==> config.mk <==
export PLATFORM = sky130hd
export DESIGN_NAME = dmi_arbiter
export DESIGN_NICKNAME = d
export VERILOG_FILES = /design/src/rtl/dmi_arbiter.sv
export SDC_FILE = /design/constraint.sdc
export NUM_CORES = 1
export LEC_CHECK = 0
export ABC_CLOCK_PERIOD_IN_PS = 3200
export BUFFER_PORTS_ARGS = -buffer_cell sky130_fd_sc_hd__buf_2
export CORE_MARGIN = 2
export CORE_UTILIZATION = 35
export DETAILED_ROUTE_END_ITERATION = 10
export GPL_TIMING_DRIVEN = 0
export PLACE_DENSITY = 0.67
export SLEW_MARGIN = 20
export SYNTH_ARGS = -nofsm -noshare
export SYNTH_HDL_FRONTEND = slang
export SYNTH_SLANG_ARGS = --single-unit
==> constraint.sdc <==
create_clock -name clk -period 3.2 [get_ports clk]
set_input_delay 0.8 -clock clk [delete_from_list [all_inputs] [get_ports clk]]
set_output_delay 0.8 -clock clk [all_outputs]
set_load 0.02 [all_outputs]
==> src/rtl/dmi_arbiter.sv <==
// dmi_arbiter: round-robin two-port arbiter sharing one RISC-V DMI link.
// Port 0 is the JTAG DTM and port 1 is the secondary debug host.
// Only one transaction is outstanding at a time.
// NOP and reserved ops are answered locally without any DMI traffic.
// Optional feature: define DMI_ARB_TIMEOUT_EN to abort hung DMI transactions
// after TIMEOUT_CYCLES cycles spent in REQ+WAIT.
module dmi_arbiter #(
  parameter int unsigned DMI_ADDR_WIDTH = 7,
  parameter int unsigned DMI_DATA_WIDTH = 32,
  parameter int unsigned TIMEOUT_CYCLES = 255
) (
  input  logic                      clk,
  input  logic                      rst_n,
  input  logic                      m0_req_valid,
  output logic                      m0_req_ready,
  input  logic [DMI_ADDR_WIDTH-1:0] m0_req_addr,
  input  logic [DMI_DATA_WIDTH-1:0] m0_req_data,
  input  logic [1:0]                m0_req_op,
  output logic                      m0_rsp_valid,
  input  logic                      m0_rsp_ready,
  output logic [DMI_DATA_WIDTH-1:0] m0_rsp_data,
  output logic [1:0]                m0_rsp_resp,
  input  logic                      m1_req_valid,
  output logic                      m1_req_ready,
  input  logic [DMI_ADDR_WIDTH-1:0] m1_req_addr,
  input  logic [DMI_DATA_WIDTH-1:0] m1_req_data,
  input  logic [1:0]                m1_req_op,
  output logic                      m1_rsp_valid,
  input  logic                      m1_rsp_ready,
  output logic [DMI_DATA_WIDTH-1:0] m1_rsp_data,
  output logic [1:0]                m1_rsp_resp,
  output logic                      dmi_req_valid,
  input  logic                      dmi_req_ready,
  output logic [DMI_ADDR_WIDTH-1:0] dmi_req_addr,
  output logic [DMI_DATA_WIDTH-1:0] dmi_req_data,
  output logic [1:0]                dmi_req_op,
  input  logic                      dmi_rsp_valid,
  output logic                      dmi_rsp_ready,
  input  logic [DMI_DATA_WIDTH-1:0] dmi_rsp_data,
  input  logic [1:0]                dmi_rsp_resp
);

  localparam logic [1:0] OP_NOP       = 2'b00;
  localparam logic [1:0] OP_READ      = 2'b01;
  localparam logic [1:0] OP_WRITE     = 2'b10;
  localparam logic [1:0] RESP_SUCCESS = 2'b00;
  localparam logic [1:0] RESP_FAILED  = 2'b10;

  if ((TIMEOUT_CYCLES < 1) || (TIMEOUT_CYCLES > 65535)) begin : g_tmo_range_err
    $error("dmi_arbiter: TIMEOUT_CYCLES out of range 1..65535");
  end

  typedef enum logic [1:0] {
    ST_IDLE = 2'd0,
    ST_REQ  = 2'd1,
    ST_WAIT = 2'd2,
    ST_RSP  = 2'd3
  } state_e;

  state_e                    state_q;
  logic                      last_q;
  logic                      owner_q;
  logic [DMI_ADDR_WIDTH-1:0] req_addr_q;
  logic [DMI_DATA_WIDTH-1:0] req_data_q;
  logic [1:0]                req_op_q;
  logic [DMI_DATA_WIDTH-1:0] rsp_data_q;
  logic [1:0]                rsp_resp_q;

  logic                      win_c;
  logic                      accept_c;
  logic                      owner_rsp_ready_c;
  logic [DMI_ADDR_WIDTH-1:0] sel_addr_c;
  logic [DMI_DATA_WIDTH-1:0] sel_data_c;
  logic [1:0]                sel_op_c;

`ifdef DMI_ARB_TIMEOUT_EN
  localparam int unsigned      CNT_W    = 16;
  localparam logic [CNT_W-1:0] TMO_LAST = CNT_W'(TIMEOUT_CYCLES - 1);
  logic [CNT_W-1:0] tmo_cnt_q;
  logic             tmo_hit_c;
  assign tmo_hit_c = (tmo_cnt_q >= TMO_LAST);
`endif

  // Round-robin winner selection and same-cycle accept in IDLE
  always_comb begin
    win_c             = 1'b0;
    accept_c          = 1'b0;
    owner_rsp_ready_c = 1'b0;
    if (m0_req_valid && m1_req_valid) begin
      win_c = ~last_q;
    end else begin
      win_c = m1_req_valid;
    end
    accept_c          = rst_n && (state_q == ST_IDLE) && (m0_req_valid || m1_req_valid);
    sel_addr_c        = win_c ? m1_req_addr : m0_req_addr;
    sel_data_c        = win_c ? m1_req_data : m0_req_data;
    sel_op_c          = win_c ? m1_req_op   : m0_req_op;
    owner_rsp_ready_c = owner_q ? m1_rsp_ready : m0_rsp_ready;
  end

  assign m0_req_ready  = accept_c && !win_c;
  assign m1_req_ready  = accept_c && win_c;
  assign dmi_req_valid = (state_q == ST_REQ);
  assign dmi_rsp_ready = (state_q == ST_IDLE) || (state_q == ST_WAIT);
  assign dmi_req_addr  = req_addr_q;
  assign dmi_req_data  = req_data_q;
  assign dmi_req_op    = req_op_q;
  assign m0_rsp_valid  = (state_q == ST_RSP) && !owner_q;
  assign m1_rsp_valid  = (state_q == ST_RSP) && owner_q;
  assign m0_rsp_data   = rsp_data_q;
  assign m1_rsp_data   = rsp_data_q;
  assign m0_rsp_resp   = rsp_resp_q;
  assign m1_rsp_resp   = rsp_resp_q;

  // Transaction FSM: accept, forward to DM, collect response, return to owner
  always_ff @(posedge clk) begin
    if (!rst_n) begin
      state_q    <= ST_IDLE;
      last_q     <= 1'b1;
      owner_q    <= 1'b0;
      req_addr_q <= '0;
      req_data_q <= '0;
      req_op_q   <= OP_NOP;
      rsp_data_q <= '0;
      rsp_resp_q <= RESP_SUCCESS;
`ifdef DMI_ARB_TIMEOUT_EN
      tmo_cnt_q  <= '0;
`endif
    end else begin
      case (state_q)
        ST_IDLE: begin
          if (accept_c) begin
            owner_q    <= win_c;
            last_q     <= win_c;
            req_addr_q <= sel_addr_c;
            req_data_q <= sel_data_c;
            req_op_q   <= sel_op_c;
            if ((sel_op_c == OP_READ) || (sel_op_c == OP_WRITE)) begin
              state_q   <= ST_REQ;
`ifdef DMI_ARB_TIMEOUT_EN
              tmo_cnt_q <= '0;
`endif
            end else begin
              state_q    <= ST_RSP;
              rsp_data_q <= '0;
              rsp_resp_q <= (sel_op_c == OP_NOP) ? RESP_SUCCESS : RESP_FAILED;
            end
          end
        end
        ST_REQ: begin
          if (dmi_req_ready) begin
            state_q   <= ST_WAIT;
`ifdef DMI_ARB_TIMEOUT_EN
            tmo_cnt_q <= tmo_cnt_q + CNT_W'(1);
          end else if (tmo_hit_c) begin
            state_q    <= ST_RSP;
            rsp_data_q <= '0;
            rsp_resp_q <= RESP_FAILED;
          end else begin
            tmo_cnt_q <= tmo_cnt_q + CNT_W'(1);
`endif
          end
        end
        ST_WAIT: begin
          if (dmi_rsp_valid) begin
            state_q    <= ST_RSP;
            rsp_data_q <= dmi_rsp_data;
            rsp_resp_q <= dmi_rsp_resp;
`ifdef DMI_ARB_TIMEOUT_EN
          end else if (tmo_hit_c) begin
            state_q    <= ST_RSP;
            rsp_data_q <= '0;
            rsp_resp_q <= RESP_FAILED;
          end else begin
            tmo_cnt_q <= tmo_cnt_q + CNT_W'(1);
`endif
          end
        end
        ST_RSP: begin
          if (owner_rsp_ready_c) begin
            state_q <= ST_IDLE;
          end
        end
        default: state_q <= ST_IDLE;
      endcase
    end
  end

endmodule

==> summary by stage <==
CTS
The clock reaches the later pin of the worst-skew pair after 0.35 ns. The H-tree was split into 3 levels. After clock tree synthesis, the clock-pin slew on the worst setup and hold paths is 0.08 ns.

The buffer type at the clock tree root is clkbuf_8. The tree built by TritonCTS fans out to 79 sinks. The CTS tree is yes.

The number of buffers added by the clock tree synthesis step is 9. Counting along the longest clock path gives a buffer depth of 2.

Cells and area
The share of the core filled with cells is 0.499. Counting the fill cells in the layout gives 1,074. The final non-filler cell total is 849. The number of inserted diodes is 0.

The area used by multi-input combinational logic is 1810 um2. The fraction of final layout cells sized beyond drive strength 1 is 0.439. The synthesis-to-finish area growth is 39.1%. The combined flip-flop and latch cell area is 1580 um2.

The final net count is 835.

Die
The initial utilization of the core area, before any placement, comes to 0.359. The total area inside the core boundary comes to 10,800 um2. The count of standard-cell rows is 38. The count of pins on the block boundary is 239. From bottom edge to top edge, the die measures 109 um. The horizontal die dimension is 109 um. The overall die area is 12,000 um2.

Run status
The flow ran to the end, and the final reports show no timing, DRC or antenna violations.

Worst setup path
The data arrival time at the worst-slack endpoint is 2.12 ns. Of all nets on the critical path, the largest fanout is 10. The worst setup path is captured at a primary output.

The required time of the critical path is 2.40 ns. The startpoint type of the worst setup path is a flip-flop. The critical path class is flip-flop to primary output.

GRT
Across every metal layer, demand over resource in global routing totals 0.220. Entering global routing, the biggest net connects 13 pins. The number of global-route vias before repair is 4,304. The first global-routing pass estimated 20.9 mm of wire. The aggregate global routing overflow is 0. The number of antenna violations at the first check in global routing is 1.

STA
Setup violations remaining at the end of the flow were counted as 0. Summed over all failing endpoints, the final setup total negative slack is 0 ns. The max-slew violation count is 0.

The worst relative slew slack is 0.446. The clock arrives with 0.00235 ns of skew. The pin slew with the least headroom to its limit is 0.828 ns. The count of endpoints failing hold in the final timing report was 0. Hold is met by 0.476 ns.

Setup repair after global routing left no endpoint under its margin. The ratio of final minimum period to clock period is 0.914. The final critical path time including I/O delays and setup is 2.92 ns.

The upper clock frequency limit is 0.342 GHz.

Power and ir drop
The part of the power in the clock network is 0.179. The share of total power dissipated in sequential elements is 0.346. For this design the ratio of total power to cell area is 677 nW/um2.

Summing internal, switching and leakage power gives 0.00366 W. Summed over all nets, the switching power comes to 0.00162 W. The internal power of the cells totals 0.00204 W.

The static leakage is 2.57 nW. The worst-case IR drop observed on VDD is 0.000307 V. The switching part of the total power is 0.442. The combinational cell fraction of total power is 0.476.

Detailed routing
The detail route stage leaves a number of antenna-violating nets equal to 0. Detailed routing inserted a total of 4,718 vias. The first TritonRoute pass finished after 6 iterations. The DRC violations left is 0. The average wire per standard cell is 16.3 um. The count of routing violations after the opening detailed-route iteration is 400.

Using the TritonRoute via totals, the vias-per-cell ratio works out to 5.56. For this block, the routed nets add up to 13.8 mm of wire.

Synthesis
The number of library cell types mapped by synthesis is 30. Each instance of the synthesized netlist takes up on average 8.50 um2. The number of synthesized flops with an enable pin is 0. The number of nets in the synthesized netlist is 588. The number of standard cells after synthesis is 458. The share of flip-flops with an asynchronous set or reset after synthesis is 0.

The combined area of all synthesized cells is 3890 um2. In the synthesized netlist the dominant register cell turns out to be dfxtp_1. The number of storage elements in the synthesis netlist is 79. The sequential fraction of the synthesis area is 0.406. The Yosys step of the flow raised 0 warnings.

Placement
The routability congestion estimate is 0.815. The number of placed instances with taps included is 834. Detailed placement ended at an HPWL of 10.4 mm.

Buffers placed on the I/O ports in this run total 236.

Run
The number of max-cap violations is 0.

Hold path
The worst min-delay path category is flip-flop to flip-flop.
synth_stat cells (all sizes together), types with 4 or more instances:
library cell  instances  share of area
dfxtp                79           0.41
buf                  55          0.093
clkbuf               31          0.030
nand3                36          0.046
nand2                 5         0.0048
ha                    6          0.019
nor3                 33          0.042
a22oi                33          0.064
nor2                 40          0.039
a31oi                33          0.053
o21ai                 5         0.0074
a222oi               40           0.10
inv                   7         0.0068
a21oi                38          0.049
mux2i                 4          0.010
path summary, 6_finish.rpt:
check	cells after the start	endpoint	slack, ns	startpoint
max	7	dmi_rsp_ready	0.28	state_q[0]
min	2	dmi_req_op[0]	0.48	dmi_req_op[0]
max reg2reg	9	m0_rsp_data[24]	0.77	last_q
min reg2reg	2	dmi_req_op[0]	0.48	dmi_req_op[0]
power by group through the flow:
stage,registers [W],logic [W],clock network (W)
CTS,0.00126,0.00175,0.000680
global route,0.00129,0.00191,0.000712
global placement,0.00127,0.00171,0
floorplan,0.00143,0.00101,0
finish,0.00127,0.00174,0.000655
detailed placement,0.00128,0.00174,0
metrics by stage:
step	setup WS [ns]	cell area, um2
6_report	0.276	5410
5_1_grt	0.0910	5410
3_3_place_gp	0.215	5250
3_5_place_dp	0.142	5250
4_1_cts	0.119	5410
2_1_floorplan	0.676	3890
placed cells by master (no fill, tap or decap), types with 2 or more instances in the layout:
master,netlist,layout
nand3_1,36,36
buf_2,20,256
a311oi_1,2,2
a21oi_1,38,38
ha_1,6,6
nor2_1,40,40
nand2_1,5,5
a22oi_1,33,33
or2_1,2,2
inv_2,2,2
clkbuf_1,31,31
a31oi_1,33,33
buf_4,35,35
inv_1,5,5
dfxtp_1,79,79
mux2i_1,4,4
nor3_1,33,33
clkbuf_8,0,10
a222oi_1,40,40
clkinv_2,0,3
o21ai_1,3,3
cell families (layout without fill, tap and decap cells):
group | Yosys count | after routing | synth area share
adder cells (fa/ha/maj) | 6 | 6 | 0.0193
buffers and inverters | 93 | 344 | 0.130
multiplexers | 4 | 4 | 0.0103
flip-flops | 79 | 79 | 0.406
AO/OA/AOI/OAI | 156 | 156 | 0.291
AND/OR/NAND/NOR | 120 | 120 | 0.143
per-layer routing:
metal	vias to the layer above	GRT usage	share of wire
li1	2224	-	-
met1	2218	0.263	0.40
met2	256	0.384	0.49
met3	20	0.0480	0.094
met4	0	0.0841	0.017
met5	-	0	0
final cells by class:
class / count / area share
multi-input cells: 286 / 0.333
flip-flops and latches: 79 / 0.292
repair buffers: 236 / 0.218
plain buffers: 86 / 0.0887
well taps: 140 / 0.0324
clock buffers: 11 / 0.0261
inverters: 7 / 0.00485
clock inverters: 4 / 0.00416
state kept, by name, indices dropped and copies added (netlist names):
name / cells
m0_rsp_data: 32
last_q: 1
owner_q: 1
dmi_req_addr: 7
state_q: 2
m0_rsp_resp: 2
dmi_req_data: 32
dmi_req_op: 2
worst max-delay path: stages, from the launching register on:
cell	delay [ns]
dfxtp_1	0.35
inv_1	0.12
ha_1	0.15
buf_2	0.16
clkbuf_1	0.37
clkbuf_2	0.31
or2_1	0.13
buf_2	0.17
timing repair:
| item | CTS | global route |
|---|---|---|
| gates resized for setup | 0 | 2 |
| setup buffers | 0 | 0 |
| hold buffers | 0 | 0 |
| setup endpoints to repair | 0 | 1 |
No activity file was read; power rests on OpenSTA's default activity.
